[src/rtl/fastica_pkg.sv]
// Shared FastICA datapath constants, lane indexing helpers and the
// accumulate/update stage state encoding.
package fastica_pkg;

  localparam int unsigned DATA_W = 26;
  localparam int unsigned FRAC_W = 13;
  localparam int unsigned ROWS   = 4;
  localparam int unsigned COLS   = 4;
  localparam int unsigned LANES  = ROWS * COLS;

  typedef enum logic [1:0] {
    IDLE  = 2'd0,
    ACCUM = 2'd1,
    FINAL = 2'd2,
    DONE  = 2'd3
  } acc_state_e;

  function automatic int unsigned lane_idx(input int unsigned row, input int unsigned col);
    return row * COLS + col;
  endfunction

endpackage

[src/rtl/one_unit_acc_lane.sv]
// One lane of the one-unit update: sample accumulator, mean minus 3*w, fit().
// Build option ONE_UNIT_ACC_SAT_EN selects saturation instead of wrap in fit().
module one_unit_acc_lane #(
  parameter int unsigned DATA_W       = 26,
  parameter int unsigned LOG2_SAMPLES = 10
) (
  input  logic                     clk_i,
  input  logic                     rst_n_i,
  input  logic                     clr_i,
  input  logic                     acc_en_i,
  input  logic                     fin_en_i,
  input  logic signed [DATA_W-1:0] prod_i,
  input  logic signed [DATA_W-1:0] w_i,
  output logic        [DATA_W-1:0] w_new_o
);

  localparam int unsigned ACC_W = DATA_W + LOG2_SAMPLES + 2;

  logic signed [ACC_W-1:0]  acc_q, acc_d;
  logic signed [ACC_W-1:0]  mean, w_ext, w3, diff;
  logic        [DATA_W-1:0] w_new_q, w_new_d;

  always_comb begin
    acc_d = acc_q;
    if (clr_i)         acc_d = '0;
    else if (acc_en_i) acc_d = acc_q + ACC_W'(prod_i);
  end

  // Mean uses an arithmetic shift, so negative sums floor toward -inf.
  always_comb begin
    mean  = acc_q >>> LOG2_SAMPLES;
    w_ext = ACC_W'(w_i);
    w3    = (w_ext <<< 1) + w_ext;
    diff  = mean - w3;
  end

`ifdef ONE_UNIT_ACC_SAT_EN
  localparam logic signed [ACC_W-1:0] MAX_V = {{(ACC_W-DATA_W+1){1'b0}}, {(DATA_W-1){1'b1}}};
  localparam logic signed [ACC_W-1:0] MIN_V = {{(ACC_W-DATA_W+1){1'b1}}, {(DATA_W-1){1'b0}}};

  always_comb begin
    w_new_d = w_new_q;
    if (fin_en_i) begin
      if (diff > MAX_V)      w_new_d = MAX_V[DATA_W-1:0];
      else if (diff < MIN_V) w_new_d = MIN_V[DATA_W-1:0];
      else                   w_new_d = DATA_W'(diff);
    end
  end
`else
  always_comb begin
    w_new_d = w_new_q;
    if (fin_en_i) w_new_d = DATA_W'(diff);
  end
`endif

  always_ff @(posedge clk_i or negedge rst_n_i) begin
    if (!rst_n_i) begin
      acc_q   <= '0;
      w_new_q <= '0;
    end else begin
      acc_q   <= acc_d;
      w_new_q <= w_new_d;
    end
  end

  assign w_new_o = w_new_q;

endmodule

[src/rtl/one_unit_acc.sv]
// Accumulates per-sample one-unit products and forms w_new = E{z*g(w^T z)} - 3*w.
// Build option ONE_UNIT_ACC_SAT_EN: saturate lane results instead of wrapping.
module one_unit_acc #(
  parameter int unsigned DATA_W       = fastica_pkg::DATA_W,
  parameter int unsigned FRAC_W       = fastica_pkg::FRAC_W,
  parameter int unsigned LANES        = fastica_pkg::LANES,
  parameter int unsigned LOG2_SAMPLES = 10
) (
  input  logic                    clk_acc,
  input  logic                    rst_acc_n,
  input  logic                    start,
  input  logic                    in_valid,
  input  logic [LANES*DATA_W-1:0] prod,
  input  logic [LANES*DATA_W-1:0] w_cur,
  output logic                    busy,
  output logic [LOG2_SAMPLES-1:0] sample_cnt,
  output logic                    out_valid,
  input  logic                    out_ready,
  output logic [LANES*DATA_W-1:0] w_new
);

  import fastica_pkg::*;

  if (FRAC_W >= DATA_W || LOG2_SAMPLES < 1) begin : g_param_check
    $error("one_unit_acc: need FRAC_W < DATA_W and LOG2_SAMPLES >= 1");
  end

  acc_state_e              state_q, state_d;
  logic [LOG2_SAMPLES-1:0] cnt_q, cnt_d;
  logic                    clr, acc_en, fin_en;

  // start overrides every state, and a sample arriving alongside it is dropped.
  always_comb begin
    state_d = state_q;
    cnt_d   = cnt_q;
    clr     = 1'b0;
    acc_en  = 1'b0;
    fin_en  = 1'b0;
    if (start) begin
      state_d = ACCUM;
      cnt_d   = '0;
      clr     = 1'b1;
    end else begin
      case (state_q)
        IDLE: ;
        ACCUM: begin
          if (in_valid) begin
            acc_en = 1'b1;
            cnt_d  = cnt_q + 1'b1;
            if (cnt_q == '1) state_d = FINAL;
          end
        end
        FINAL: begin
          fin_en  = 1'b1;
          state_d = DONE;
        end
        DONE: begin
          if (out_ready) state_d = IDLE;
        end
        default: state_d = IDLE;
      endcase
    end
  end

  always_ff @(posedge clk_acc or negedge rst_acc_n) begin
    if (!rst_acc_n) begin
      state_q <= IDLE;
      cnt_q   <= '0;
    end else begin
      state_q <= state_d;
      cnt_q   <= cnt_d;
    end
  end

  assign busy       = (state_q == ACCUM) || (state_q == FINAL);
  assign out_valid  = (state_q == DONE);
  assign sample_cnt = cnt_q;

  for (genvar k = 0; k < LANES; k++) begin : g_lane
    one_unit_acc_lane #(
      .DATA_W      (DATA_W),
      .LOG2_SAMPLES(LOG2_SAMPLES)
    ) u_lane (
      .clk_i   (clk_acc),
      .rst_n_i (rst_acc_n),
      .clr_i   (clr),
      .acc_en_i(acc_en),
      .fin_en_i(fin_en),
      .prod_i  (prod[k*DATA_W +: DATA_W]),
      .w_i     (w_cur[k*DATA_W +: DATA_W]),
      .w_new_o (w_new[k*DATA_W +: DATA_W])
    );
  end

endmodule

[config.mk]
export PLATFORM = sky130hd
export DESIGN_NAME = one_unit_acc
export DESIGN_NICKNAME = d
export VERILOG_FILES = /design/src/rtl/fastica_pkg.sv /design/src/rtl/one_unit_acc_lane.sv /design/src/rtl/one_unit_acc.sv
export SDC_FILE = /design/constraint.sdc
export NUM_CORES = 2
export LEC_CHECK = 0
export CORE_MARGIN = 2
export CORE_UTILIZATION = 25
export CTS_BUF_LIST = sky130_fd_sc_hd__clkbuf_4
export CTS_CLUSTER_DIAMETER = 120
export DETAILED_ROUTE_END_ITERATION = 10
export HOLD_SLACK_MARGIN = 0.15
export PLACE_DENSITY_LB_ADDON = 0.25
export SLEW_MARGIN = 15
export SYNTH_ARGS = -nofsm -noshare
export SYNTH_HDL_FRONTEND = slang
export SYNTH_HIERARCHICAL = 1
export SYNTH_SLANG_ARGS = --single-unit
[constraint.sdc]
create_clock -name clk_acc -period 4.2 [get_ports clk_acc]
set_input_delay 1.05 -clock clk_acc [delete_from_list [all_inputs] [get_ports clk_acc]]
set_output_delay 1.05 -clock clk_acc [all_outputs]
set_load 0.005 [all_outputs]
Word level (Yosys, flattened, before mapping)
Cells that the tools add are included.

Input port bits: 837. Register bits: 1036. Memory bits (writable): 0. Latch bits: 0. Memories kept: 0. Word-level logic and storage cells: 143. Memory bits (read-only): 0. Output and inout port bits: 428.

Shift-type cells: 0. $lt $le $gt $ge: 0. Multiplexer cells: 46. Reduce and logical (&&, ||, !) cells: 7. Equality and inequality tests: 7. Bitwise operators: 0. Div/mod/pow operators: 0. Multipliers: 0. Add/sub/neg operators: 49.

Operators by type and width (number): 2-to-1 mux 38 bit (32); adder 38 x 26 -> 38 bit (16); adder 26 bit (16); subtractor 26 bit (16); 2-to-1 mux 10 bit (3); adder 10 x 1 -> 10 bit, second input constant (1); == test 10 bit, second input constant (1); 2-to-1 mux 2 bit (4); 2-to-1 mux 1 bit (6); inequality test 3 bit, second input constant (2); case mux 2 bit (3 select lines) (1); nonzero test 2 bit (3); == test 2 bit, second input constant (2); AND reduction 4 bit (1); nonzero test 4 bit (1); inequality test 3 x 2 -> 1 bit, second input constant (1); == test 2 x 1 -> 1 bit, second input constant (1); AND reduction 2 bit (1); logical OR 1 bit (1).

Depth between registers and ports, before layout
Depth in word-level cells: 5. Mapped depth: 13. Mapped depth without buffers: 13.

Modules after synthesis
The synthesis kept the hierarchy.

Modules (own cells, without submodules): one_unit_acc_lane (g_lane[1].u_lane ...) (area each 6247.2 um^2, seq. area each 1551.5 um^2, times used 7, cells each 709); one_unit_acc_lane (g_lane[13].u_lane ...) (area each 6497.5 um^2, seq. area each 1551.5 um^2, times used 3, cells each 733); one_unit_acc_lane (g_lane[0].u_lane ...) (area each 6133.4 um^2, seq. area each 1551.5 um^2, times used 3, cells each 686); one_unit_acc_lane (g_lane[8].u_lane) (area each 6615.1 um^2, seq. area each 1551.5 um^2, times used 1, cells each 746); one_unit_acc_lane (g_lane[9].u_lane) (area each 6515.0 um^2, seq. area each 1551.5 um^2, times used 1, cells each 749); one_unit_acc_lane (g_lane[12].u_lane) (area each 6362.4 um^2, seq. area each 1551.5 um^2, times used 1, cells each 710); one_unit_acc (area each 669.4 um^2, seq. area each 300.3 um^2, times used 1, cells each 66).

Worst setup path before layout
Ideal clock, no wire load.

Path type: input to register. Start point: input w_cur[318]. End point: register g_lane[12].u_lane.w_new_q[20]. Stages: 11. Slack: 0.357 ns. Arrival: 3.718 ns. Path buffers: 0. Data required time: 4.075 ns. Setup time: 0.125 ns. Cell sequence: inv_1 -> fa_1 -> ha_1 -> a21o_1 -> a21o_1 -> a2111oi_4 -> o31ai_2 -> a2111oi_4 -> o31ai_1 -> xor2_1 -> mux2_2.

Longest elaborated chain between the ends: 2.

RTL lines: start: declaration (line one_unit_acc.sv:14) `input logic [LANES*DATA_W-1:0] w_cur,`; adder 26 bit (line one_unit_acc_lane.sv:33) `w3 = (w_ext <<< 1) + w_ext;`; subtractor 26 bit (line one_unit_acc_lane.sv:34) `diff = mean - w3;`; end signal: assignment (line one_unit_acc_lane.sv:62) `w_new_q <= w_new_d;`; end: declaration (line one_unit_acc_lane.sv:21) `logic [DATA_W-1:0] w_new_q, w_new_d;`.

No other way between the ends. A chain may end at the register's enable or synchronous reset.

Worst setup path after layout
Start point: register state_q[0]. End point: output busy.

Longest elaborated chain between the ends: 2. Elaborated cells between the ends (all ways): 3. Classes of those cells: eq/ne (2); reduce/logical (1).

RTL lines: start: declaration (line one_unit_acc.sv:28) `acc_state_e state_q, state_d;`; start signal: assignment (line one_unit_acc.sv:70) `state_q <= state_d;`; == test 2 x 1 -> 1 bit / == test 2 bit (equally long branches) (line one_unit_acc.sv:75) `assign busy = (state_q == ACCUM) || (state_q == FINAL);`; logical OR 1 bit (*) (line one_unit_acc.sv:75); end: declaration (line one_unit_acc.sv:15) `output logic busy,`.

Mark *: on every way between the ends. The rest lies on a longest branch, timed or not.

==> metrics.json <==
{
  "run_status": {
    "status": "finished clean"
  },
  "timing": {
    "max-slew-margin-rel": 0.391,
    "period_share": 0.913,
    "timing.final.max_slew_violations": 0,
    "number_of_endpoints_with_negative_hold_slack_in_the_final_report": 0,
    "rsz0062_at_grt": "false",
    "setup_viol": 0,
    "final.min_clock_period_ns": 3.83,
    "final.setup.worst_slack_ns": 0.367,
    "clock.fmax_mhz": 261,
    "tightestPinTransition_ns": 0.909,
    "setup-tns-final_ns": 0,
    "fin_worst_skew_ns": 0.151
  },
  "synthesis": {
    "number_of_nets_in_the_synthesized_netlist": 13700,
    "most_instantiated_cells_after_synthesis": "a21oi_1 (1116), nor2_1 (1019), ha_1 (1012)",
    "postSynthAreaPerCell_sq_um": 8.86,
    "synth.top_cells.by_area": "dfrtp_1 (25%), ha_1 (12%), fa_1 (7.9%), a21oi_1 (5.5%), xnor2_1 (4.9%)",
    "yosys_warnings": 6,
    "share_of_flip_flops_with_an_asynchronous_set_or_reset": 1.00,
    "synthesis.instances": 11500,
    "post_synth_edffs": 0,
    "yosysSeqAreaShare": 0.247,
    "mappedNetlistArea_sq_um": 102000,
    "yosys_register_bits": 1004,
    "synth_top_area_cell": "dfrtp_1",
    "synth_most_common_cell": "a21oi_1",
    "netlist-cell-type-count": 121,
    "synthFlopType": "dfrtp_1",
    "netlist.area_leader.share": 0.247
  },
  "worst_setup_path": {
    "worst_path_most_repeated_cell": "inv_1",
    "critical_path.cell_chain": "inv_1 > ha_1 > inv_1 > clkdlybuf4s50_1",
    "worstPathMaxFanout": 3,
    "crit_slowest_cell": "clkdlybuf4s50_1",
    "worst_ep_required_time_ns": 3.15,
    "critical_path.max_stage_delay_ns": 0.50,
    "timing.reg2reg.setup_slack_ns": 0.63,
    "cp-start-kind": "flip-flop",
    "cp_data_arrival_time_ns": 2.78,
    "timing.reg2reg.worst_path_depth": 10,
    "rr_startpoint": "g_lane[5].u_lane/acc_q[26]",
    "critical_path.reg2reg.endpoint": "g_lane[5].u_lane/w_new_o[23]",
    "criticalPathCategory": "reg2out",
    "endpoint_kind": "primary output"
  },
  "clock_tree": {
    "clkTransAtPathRegs_ns": 0.06,
    "root_buffer": "clkbuf_4",
    "maximum_clock_path_buffer_count": 4,
    "h_tree_lvls": 5,
    "tritoncts.num_buffers": 340,
    "cts_hold_repair.buffers": 11,
    "cts_num_sinks": 1004,
    "cts_tree": "yes",
    "cts_repair_resize_count": 0,
    "clk_latency_ns": 1.41,
    "cts_setup_buffers": 0
  },
  "finish": {
    "area_delta_synth_final_pct": 28.9,
    "post-route-cell-area_sq_um": 131000,
    "final_layout_size_suffix_gt1_frac": 0.149,
    "footprint_of_the_multi_input_gates_sq_um": 72000,
    "regArea_sq_um": 25100,
    "post_layout_nonfiller_instances": 19300,
    "num-nets-final": 15800,
    "layout.filler_cells": 43000
  },
  "placed_design": {
    "numPortBuffers": 1264,
    "dp_hpwl_um": 323000,
    "place_inst": 18600,
    "postPlaceCellArea_sq_um": 127000,
    "place_ws_ns": -0.565,
    "finalWeightedCongestion": 0.906
  },
  "power": {
    "areal_power_density_over_the_cells_nw_per_um2": 434,
    "static-leakage-power_nw": 60.8,
    "peakVddDrop_uv": 280
  },
  "global_route": {
    "first_global_vias": 95200,
    "remaining_global_route_overflow": 0,
    "grt_antenna_before_repair": 127,
    "largest_net_degree_at_the_start_of_global_routing": 104,
    "grt_usage": 0.185,
    "grt_first_pass_wirelength_um": 596000
  },
  "min_path": {
    "hold_path_end": "g_lane[11].u_lane/acc_q[0]",
    "timing.hold.worst_path_depth": 4,
    "hold_path.class": "in2reg",
    "min-delay-start": "prod[286]"
  },
  "routing": {
    "num_vias": 93900,
    "route.detailed.vias_per_inst": 4.86,
    "route.detailed.drc": 0,
    "wirelength_um": 392000,
    "drt-wirelength-per-cell_um": 20.3,
    "detailedRoute.firstIterationViolations": 5381,
    "residual_antenna_violating_net_count_after_detailed_routing": 0,
    "drt_first_pass_iters": 6
  },
  "floorplanning": {
    "core-area_sq_um": 406000,
    "floorplan.die.width_um": 642,
    "die_h_um": 642,
    "boundaryPins": 1265,
    "core.rowCount": 234,
    "initial_utilization": 0.251,
    "fp.dieArea_sq_um": 412000
  },
  "flow_run": {
    "maxCapViolations": 0
  }
}
-- registers in the layout (all words and copies together) (netlist names) --
name / count
sample_cnt: 10
state_q: 2
g_lane.u_lane/w_new_o: 416
g_lane.u_lane/acc_q: 576
-- how the worst max path moves through the flow --
stage          slack, ns       start                            end
3_3_place_gp       -0.68  w_cur[145]   g_lane[5].u_lane/w_new_o[23]
5_1_grt             0.12  state_q[0]                           busy
2_1_floorplan       0.36  w_cur[318]  g_lane[12].u_lane/w_new_o[20]
3_5_place_dp       -0.56  w_cur[145]   g_lane[5].u_lane/w_new_o[23]
4_1_cts             0.04  state_q[0]                           busy
6_report            0.37  state_q[0]                           busy
-- report_power, final --
group          internal (W)  switching (W)  total [W]
Clock               0.00549        0.00537     0.0109
Combinational        0.0157         0.0158     0.0315
Sequential           0.0123        0.00227     0.0146
-- area by class of cell --
| class | count | area share |
|---|---|---|
| inverters | 745 | 0.0213 |
| diodes | 94 | 0.00179 |
| clock inverters | 96 | 0.00430 |
| multi-input cells | 9279 | 0.549 |
| clock buffers | 477 | 0.0273 |
| well taps | 5428 | 0.0518 |
| repair buffers | 2202 | 0.153 |
| flip-flops and latches | 1004 | 0.191 |
-- cells by family after synthesis --
group,count (synthesis),synth area share
buf+inv,1208,0.0457
fa+ha+maj,1412,0.203
xor+xnor,842,0.0725
compound gates,3478,0.228
simple gates,2913,0.137
flops,1004,0.247
mux,634,0.0665
-- worst max-delay path, delay by kind of cell (launching register included) --
family / cells / cell delay (ns)
fa+ha+maj: 1 / 0.34
flops: 1 / 0.38
buf+inv: 3 / 0.65
-- routing by layer --
metal	share of wire	global-route usage	wire (um)	up-vias
li1	-	-	-	46000
met1	0.43	0.229	168000	45100
met2	0.48	0.316	188000	2147
met3	0.051	0.0328	19900	621
met4	0.041	0.0763	16200	46
met5	0.00079	0	310	-
-- cells in the final DEF (no fill, tap or decap), types with 48 or more instances in the layout --
master and instances:
nand2_1 683, a31oi_1 141, ha_1 1012, a21oi_1 1116, a211o_1 75, o211ai_1 93
diode_2 94, o31ai_1 48, clkdlybuf4s50_1 1262, nor3_1 158, nor2b_1 65, nand4_1 197
xnor2_1 573, a21o_1 496, o21bai_1 148, o21a_1 100, clkinv_1 59, nor2_1 1018
inv_1 742, xor2_1 269, nand2b_1 88, a211oi_1 99, mux2_2 320, and2_1 49
o21ai_1 129, clkbuf_4 477, o21ai_0 448, nand3_1 234, buf_4 899, dfrtp_1 1004
mux2i_1 307, and3_1 97, fa_1 400
-- metrics by stage --
step / hold slack (ns) / power [W] / util
after floorplan: 0.475 / 0.0316 / -
after global placement: 0.465 / 0.0463 / 0.312
after detailed placement: 0.472 / 0.0463 / 0.312
after CTS: 0.156 / 0.0579 / 0.323
after global routing: 0.308 / 0.0615 / 0.323
final: 0.471 / 0.0570 / 0.323
No activity file was read; power rests on OpenSTA's default activity.
